`src/rtl/multi_traffic_control.sv`:
```
// rtl/multi_traffic_control.sv - multi-road traffic light controller (GREEN/YELLOW/ALL_RED round robin)
// Optional emergency preemption ports and behaviour enabled by defining EMERGENCY_PREEMPT_EN.
module multi_traffic_control #(
    parameter int NUM_ROADS    = 4,
    parameter int GREEN_MIN    = 10,
    parameter int GREEN_MAX    = 40,
    parameter int YELLOW_TIME  = 4,
    parameter int ALL_RED_TIME = 2
) (
    input  logic                   clk,
    input  logic                   rst,
    input  logic [NUM_ROADS-1:0]   sensor,
`ifdef EMERGENCY_PREEMPT_EN
    input  logic                   preempt,
    input  logic [2:0]             preempt_road,
`endif
    output logic [3*NUM_ROADS-1:0] lights,
    output logic [2:0]             active_road,
    output logic [1:0]             phase
);

    typedef enum logic [1:0] {
        ST_GREEN   = 2'd0,
        ST_YELLOW  = 2'd1,
        ST_ALL_RED = 2'd2
    } state_t;

    localparam int T_A   = (GREEN_MAX > YELLOW_TIME) ? GREEN_MAX : YELLOW_TIME;
    localparam int T_MAX = (T_A > ALL_RED_TIME) ? T_A : ALL_RED_TIME;
    localparam int TW    = $clog2(T_MAX + 1);

    localparam logic [TW-1:0] G_MIN_M1  = TW'(GREEN_MIN - 1);
    localparam logic [TW-1:0] G_MAX_M1  = TW'(GREEN_MAX - 1);
    localparam logic [TW-1:0] Y_M1      = TW'(YELLOW_TIME - 1);
    localparam logic [TW-1:0] AR_M1     = TW'(ALL_RED_TIME - 1);

    state_t          state;
    logic [TW-1:0]   timer;
    logic [2:0]      next_road;
    logic [7:0]      sensor8;
    logic [7:0]      req;
    logic            pre_valid;
    logic [2:0]      pre_road;
    logic            green_done;

    assign sensor8 = 8'(sensor);
    assign phase   = state;

`ifdef EMERGENCY_PREEMPT_EN
    assign pre_valid = preempt && ({1'b0, preempt_road} < 4'(NUM_ROADS));
    assign pre_road  = preempt_road;
`else
    assign pre_valid = 1'b0;
    assign pre_road  = 3'd0;
`endif

    // Main road is always considered to be waiting when another road holds green.
    always_comb begin
        req = sensor8;
        req[active_road] = 1'b0;
        if (active_road != 3'd0)
            req[0] = 1'b1;
    end

    assign green_done = (req != 8'd0) &&
                        (((timer >= G_MIN_M1) && !sensor8[active_road]) || (timer == G_MAX_M1));

    function automatic logic [2:0] pick_next(input logic [7:0] r_req, input logic [2:0] r);
        logic [2:0] sel;
        logic [2:0] idx;
        logic       found;
        sel   = r;
        found = 1'b0;
        for (int k = 1; k <= NUM_ROADS; k++) begin
            idx = 3'((int'(r) + k) % NUM_ROADS);
            if (!found && r_req[idx]) begin
                sel   = idx;
                found = 1'b1;
            end
        end
        return sel;
    endfunction

    function automatic logic [3*NUM_ROADS-1:0] lamp(input state_t ph, input logic [2:0] r);
        logic [3*NUM_ROADS-1:0] l;
        for (int i = 0; i < NUM_ROADS; i++) begin
            if (ph == ST_GREEN && r == 3'(i))
                l[3*i +: 3] = 3'b001;
            else if (ph == ST_YELLOW && r == 3'(i))
                l[3*i +: 3] = 3'b010;
            else
                l[3*i +: 3] = 3'b100;
        end
        return l;
    endfunction

    always_ff @(posedge clk) begin
        if (rst) begin
            state       <= ST_GREEN;
            timer       <= '0;
            active_road <= 3'd0;
            next_road   <= 3'd0;
            lights      <= lamp(ST_GREEN, 3'd0);
        end else begin
            case (state)
                ST_GREEN: begin
                    if (pre_valid && pre_road != active_road) begin
                        state     <= ST_YELLOW;
                        timer     <= '0;
                        next_road <= pre_road;
                        lights    <= lamp(ST_YELLOW, active_road);
                    end else if (!pre_valid && green_done) begin
                        state     <= ST_YELLOW;
                        timer     <= '0;
                        next_road <= pick_next(req, active_road);
                        lights    <= lamp(ST_YELLOW, active_road);
                    end else if (timer != G_MAX_M1) begin
                        timer <= timer + 1'b1;
                    end
                end
                ST_YELLOW: begin
                    if (pre_valid)
                        next_road <= pre_road;
                    if (timer == Y_M1) begin
                        state  <= ST_ALL_RED;
                        timer  <= '0;
                        lights <= lamp(ST_ALL_RED, active_road);
                    end else begin
                        timer <= timer + 1'b1;
                    end
                end
                ST_ALL_RED: begin
                    if (timer == AR_M1) begin
                        state       <= ST_GREEN;
                        timer       <= '0;
                        active_road <= pre_valid ? pre_road : next_road;
                        next_road   <= pre_valid ? pre_road : next_road;
                        lights      <= lamp(ST_GREEN, pre_valid ? pre_road : next_road);
                    end else begin
                        if (pre_valid)
                            next_road <= pre_road;
                        timer <= timer + 1'b1;
                    end
                end
                default: begin
                    state       <= ST_GREEN;
                    timer       <= '0;
                    active_road <= 3'd0;
                    next_road   <= 3'd0;
                    lights      <= lamp(ST_GREEN, 3'd0);
                end
            endcase
        end
    end

endmodule

```
`config.mk`:
```
export PLATFORM = sky130hd
export DESIGN_NAME = multi_traffic_control
export DESIGN_NICKNAME = d
export VERILOG_FILES = /design/src/rtl/multi_traffic_control.sv
export SDC_FILE = /design/constraint.sdc
export NUM_CORES = 1
export LEC_CHECK = 0
export CAP_MARGIN = 20
export CORE_MARGIN = 4
export CORE_UTILIZATION = 40
export DETAILED_ROUTE_END_ITERATION = 8
export REMOVE_ABC_BUFFERS = 1
export SYNTH_ARGS = -nofsm -noshare
export SYNTH_HDL_FRONTEND = slang
export SYNTH_SLANG_ARGS = --single-unit
```
`constraint.sdc`:
```
create_clock -name clk -period 3.05 [get_ports clk]
set_input_delay 0.915 -clock clk [delete_from_list [all_inputs] [get_ports clk]]
set_output_delay 0.915 -clock clk [all_outputs]
set_load 0.01 [all_outputs]
```
==> results.ini, run 1 <==
[outcome]
outcome=completed

[logic_synthesis]
synth-edff-count=0
netlist.area_leader.share=0.3109
synth_seq_area_share=0.3109
synth_most_common_cell=dfxtp_1
synth_area_per_cell_um2=8.455
synthArstFlopShare=0
netlist_area_um2=1674
ys_ff_latch=26
ys_types=48
ys.flop_type=dfxtp_1
synth_largest_area_cell=dfxtp_1
synth_common_cells=dfxtp_1, nand2_1, nor2_1, mux2i_1, ha_1
yosys-top-cells-area=dfxtp_1, mux2i_1, ha_1, nand2_1, nor2_1
synthesis.instances=198
yosysWarningCount=0

[hold_path]
hold_depth=2
worstHoldStart=lights[7]
hold_path.class=reg2reg
hold-path-endpoint=lights[7]

[global_route]
grt_pass1_vias=1415
grt_start_max_net_pins=17
antenna_found_initial=0
grt-ovfl-total=0
grt_usage=0.1544
grt_pass1_wl_mm=6.568

[cts]
htreeDepth=1
cts.root.buffer_cell=clkbuf_8
clockBufferDepth=2
path_clk_slew_ns=0.09
cts_sinks=26
clock_latency_ns=0.27
cts_tree=built
cts_buffers=3
post_cts_resized=0
postCtsSetupRepairBufs=0
cts_hold_buf=0

[sta]
final_max_slew_viol_count=0
grt_setup_unrepaired=no
tightest_slew_ns=0.4877
holdWs_ns=0.4678
skew_ns=0.003937
setup_viol=0
finalHoldViolations=0
relSlewSlack=0.6748
fmax_mhz=348.1
fin_crit_ns=2.873
finalWorstSetupSlack_ns=0.1771
period_share=0.9419

[power]
p_leak_nw=0.8477
peakVddDrop_mv=0.2116
p_per_area_nw_per_um2=296.1
power.clock.fraction=0.320
p_sw_frac=0.2330
p_seq_frac=0.580
intPower_mw=0.4586
combPwrFrac=0.100
switching_power_mw=0.1393

[setup_path]
ff2ff_path_depth=7
path_max_fanout=8
r2r_start=active_road[1]
r2r_setup_slack_ns=0.55
crit_family=compound AO/OA/AOI/OAI gates
required_ns=3.25
crit_type=in2reg
arrival_ns=3.07
critPathLaunchType=input port
worstPathCellList=clkdlybuf4s50_1 > mux2i_1 > a221o_1 > a221o_1 > or4_1 > a31oi_1
cp-end-kind=flip-flop
cpMostUsedCell=a221o_1
crit_cells=6
max_stage_delay_ns=0.61
critPathSlowestCell=clkdlybuf4s50_1
worst-path-buf-inv=1
r2r-end=lights[1]

[routing]
drt_iter0_drc=65
viasPerCell=5.581
dr.pass1.iters=4
wl_per_cell_um=14.51
drcViolationCount=0
wl_mm=3.948
ant_nets=0
via_count=1518

[placed_design]
hpwlAfterDp_mm=3.059
io_buffers=22
pre_cts_slack_ns=-0.08490
place.gp.congestion=0.8663

[finish]
utilization=0.5012
final_nets=241
layout-drive-gt1-share=0.1036
diodes=0
syn_to_final_growth_pct=20.63

[floorplanning]
die_h_um=72.70
start_util=0.4155
die_w_um=72.70
die_area_um2=5285
num_rows=23
ios=23
coreArea_um2=4029

[job]
drv_cap=0

==> power groups by stage <==
| stage | clock network (mW) | registers (mW) | logic [mW] |
|---|---|---|---|
| 2_1_floorplan | 0 | 0.354 | 0.0326 |
| 3_5_place_dp | 0 | 0.355 | 0.0592 |
| 6_report | 0.192 | 0.347 | 0.0595 |
| 3_3_place_gp | 0 | 0.354 | 0.0573 |
| 4_1_cts | 0.201 | 0.347 | 0.0595 |
| 5_1_grt | 0.209 | 0.347 | 0.0659 |
==> registers in the layout, indices dropped and copies added, names as in the netlist <==
| signal | cells |
|---|---|
| lights | 12 |
| timer | 6 |
| active_road | 3 |
| next_road | 3 |
| phase | 2 |
==> cells in the final DEF, fill, tap and decap left out, drive strengths merged, types with 5 or more instances in the layout <==
master,instances
nand2b,6
nand3,6
nand2,22
a21oi,9
nor2b,5
ha,11
nor2,15
mux2i,14
buf,8
inv,10
clkdlybuf4s50,22
dfxtp,26
o21ai,8
==> through the flow <==
| stage | instance area, um^2 | setup TNS (ns) | std cells | total power [mW] |
|---|---|---|---|---|
| 6_report | 2019 | 0 | 272 | 0.5979 |
| 5_1_grt | 2019 | 0 | 272 | 0.6222 |
| 4_1_cts | 2019 | 0 | 272 | 0.6075 |
| 3_5_place_dp | 1978 | -0.1374 | 269 | 0.4139 |
| 3_3_place_gp | 1978 | 0 | 269 | 0.4116 |
| 2_1_floorplan | 1635 | 0 | 189 | 0.3863 |
==> worst max-delay path by stage <==
stage | slack (ns) | endpoint | startpoint
after CTS | 0.21 | lights[1] | sensor[3]
after global routing | 0.09 | lights[8] | sensor[3]
final | 0.18 | lights[1] | sensor[3]
after global placement | 0.006 | lights[1] | sensor[3]
after detailed placement | -0.08 | lights[1] | sensor[3]
after floorplan | 0.40 | lights[2] | sensor[1]
==> area by class of cell <==
cell class | instances | area, um^2
clock buffers | 3 | 41.29
fillers | 389 | 2009
inverters | 10 | 37.54
multi-input cells | 153 | 1077
flip-flops and latches | 26 | 520.5
well taps | 50 | 62.56
repair buffers | 30 | 280.3
==> routing by layer <==
layer  up-vias  track usage  share of wire
met4         0      0.01230         0.0038
met5         -            0              0
met3         3      0.03168          0.046
li1        757            -              -
met1       726       0.2093           0.47
met2        32       0.2635           0.48
==> logic make-up after synthesis <==
group                    count (synthesis)  share of synthesized area
AND/OR/NAND/NOR                         77                     0.2347
AO/OA/AOI/OAI                           42                     0.1816
flip-flops                              26                     0.3109
buffers and inverters                   19                    0.04559
multiplexers                            19                     0.1241
adder cells (fa/ha/maj)                 11                    0.08221
XOR/XNOR                                 4                    0.02093
==> worst register-to-register path, delay by kind of cell, from the launching register on <==
kind	cells	cell delay, ns
compound gates	2	0.53
fa+ha+maj	1	0.24
buf+inv	1	0.16
flops	1	0.63
simple gates	3	0.88
(Power assumes the default switching activity.)
==> inputs of run 2 (changes only) <==
--- a/config.mk
+++ b/config.mk
@@ -9,6 +9,7 @@
 export CORE_MARGIN = 4
 export CORE_UTILIZATION = 40
 export DETAILED_ROUTE_END_ITERATION = 8
+export GPL_TIMING_DRIVEN = 0
 export REMOVE_ABC_BUFFERS = 1
 export SYNTH_ARGS = -nofsm -noshare
 export SYNTH_HDL_FRONTEND = slang
==> results.ini, run 2 (same netlist as run 1, synthesis figures left out) <==
[finish]
utilization=0.5031  ; +0.001864
largest_reg_flops=12  ; unchanged
diodes=0  ; unchanged
fillCellCount=374  ; -3.9%
final_nets=237  ; -1.7%
syn_to_final_growth_pct=21.08
layout-drive-gt1-share=0.09589  ; -0.007713
final_cell_mix=dfxtp_1, nand2_1, clkdlybuf4s50_1
top_register=lights
layout_commonest_cell=dfxtp_1
biggestRegsByFlops=lights: 12 flops, timer: 6 flops
multi_input_area_um2=1080  ; +0.23%
regArea_um2=520.5  ; unchanged

[placed_design]
io_buffers=22  ; unchanged
pre_cts_slack_ns=-0.5614  ; -0.4765 ns
hpwlAfterDp_mm=2.959  ; -3.3%
place.gp.congestion=0.8486  ; -2.0%

[setup_path]
path_max_fanout=6  ; -2
cp-end-kind=flip-flop
ff2ff_path_depth=7  ; unchanged
crit_family=compound AO/OA/AOI/OAI gates
r2r_start=active_road[0]
crit_start=sensor[2]
worst-path-buf-inv=1  ; unchanged
max_stage_delay_ns=0.57  ; -0.04 ns
critPathSlowestCell=clkdlybuf4s50_1
cpMostUsedCell=a221o_1
required_ns=3.23  ; -0.02 ns
crit_cells=6  ; unchanged
crit_type=in2reg
worstPathCellList=clkdlybuf4s50_1 > nor2b_1 > a221o_1 > a221o_1 > or4_1 > a31oi_1
critPathLaunchType=input port
arrival_ns=3.17  ; +0.10 ns

[cts]
cts_hold_buf=0  ; unchanged
path_clk_slew_ns=0.10  ; about the same
clock_latency_ns=0.28  ; about the same
cts_sinks=26  ; unchanged
cts.root.buffer_cell=clkbuf_8
htreeDepth=1  ; unchanged
clockBufferDepth=2  ; unchanged
cts_tree=built
cts_buffers=3  ; unchanged

[floorplanning]
die_area_um2=5285  ; unchanged
coreArea_um2=4029  ; unchanged
die_w_um=72.70  ; unchanged
die_h_um=72.70  ; unchanged
start_util=0.4155  ; unchanged
num_rows=23  ; unchanged
ios=23  ; unchanged

[sta]
relSlewSlack=0.5145  ; -0.1604
finalHoldViolations=0  ; unchanged
grt_setup_unrepaired=no
setup_viol=0  ; unchanged
period_share=0.9782  ; +0.03626
final_max_slew_viol_count=0  ; unchanged
fin_setup_tns_ns=0  ; unchanged
tightest_slew_ns=0.7260  ; +0.2383 ns
finalWorstSetupSlack_ns=0.06646  ; -0.1106 ns
skew_ns=0.01301  ; +0.009072 ns
fmax_mhz=335.2  ; -3.7%
fin_crit_ns=2.984  ; +0.1106 ns

[job]
drv_cap=0  ; unchanged

[power]
p_leak_nw=0.8596  ; +1.4%
peakVddDrop_mv=0.2792  ; +32%
p_per_area_nw_per_um2=339.0  ; +15%

[routing]
drt_iter0_drc=95  ; +46%
dr.pass1.iters=4  ; unchanged
viasPerCell=5.617  ; +0.65%
ant_nets=0  ; unchanged
wl_mm=3.953  ; +0.13%
drcViolationCount=0  ; unchanged
via_count=1511  ; -0.46%
wl_per_cell_um=14.70  ; +1.2%

[global_route]
grt_pass1_vias=1482  ; +4.7%
grt_usage=0.1558  ; +0.001425
grt-ovfl-total=0  ; unchanged
grt_start_max_net_pins=20  ; +3
grt_pass1_wl_mm=6.727  ; +2.4%
antenna_found_initial=0  ; unchanged

[outcome]
outcome=completed

[hold_path]
hold_path.class=reg2reg
worstHoldStart=lights[6]
hold_depth=2  ; unchanged

==> run 2: cell count changes in the layout (fill, tap and decap cells not counted), sizes merged <==
cell | previous run | this run
buf | 8 | 4
clkdlybuf4s50 | 22 | 20
bufinv | 0 | 1
dlymetal6s2s | 0 | 2
==> run 2: metrics by stage <==
stage / std cells / power (mW) / area [um^2] / hold WS, ns
2_1_floorplan: 189 / 0.3863 / 1635 / 0.4823
3_3_place_gp: 261 / 0.4067 / 1918 / 0.4437
3_5_place_dp: 261 / 0.4092 / 1918 / 0.4566
4_1_cts: 269 / 0.6962 / 2022 / 0.4760
5_1_grt: 269 / 0.7171 / 2027 / 0.4956
6_report: 269 / 0.6872 / 2027 / 0.4670
==> run 2: power breakdown <==
group | switching (mW) | internal, mW
clock network | 0.110 | 0.176
registers | 0.00375 | 0.343
logic | 0.0318 | 0.0235
==> run 2: worst paths after layout <==
| path | endpoint | slack, ns |
|---|---|---|
| worst max-delay path | lights[1] | 0.07 |
| worst max register to register | lights[1] | 0.31 |
| worst min register to register | lights[6] | 0.47 |
| worst min-delay path | lights[6] | 0.47 |
==> run 2: layer usage <==
layer / vias to the layer above / GRT usage / part of all wire
met3: 4 / 0.03030 / 0.036
li1: 754 / - / -
met1: 720 / 0.2020 / 0.47
met5: - / 0 / 0
met4: 0 / 0.01844 / 0.0058
met2: 33 / 0.2745 / 0.49
==> run 2: tightest hold or removal path: stages (launching register included) <==
cell     delay [ns]
dfxtp_1        0.32
nand2_1        0.05
mux2i_1        0.06
==> run 2: timing repair <==
action                                  4_1_cts  5_1_grt
endpoints found under the setup margin       11        3
resized for setup                             1        2
setup buffers                                 4        0
pin swaps                                     1        0
==> run 2: layout make-up <==
type,instances,area share
clock buffer,3,0.02037
clock inverter,1,0.01481
inverter,10,0.01852
multi-input combinational,153,0.5327
sequential,26,0.2568
tap,50,0.03086
timing repair buffer,26,0.1259
==> inputs of run 3 (changes only) <==
--- a/config.mk
+++ b/config.mk
@@ -8,6 +8,7 @@
 export CAP_MARGIN = 20
 export CORE_MARGIN = 4
 export CORE_UTILIZATION = 40
+export CTS_CLUSTER_SIZE = 16
 export DETAILED_ROUTE_END_ITERATION = 8
 export GPL_TIMING_DRIVEN = 0
 export REMOVE_ABC_BUFFERS = 1
==> results of run 3 <==
No change in the layout: final DEF, timing and power equal those of run 2.
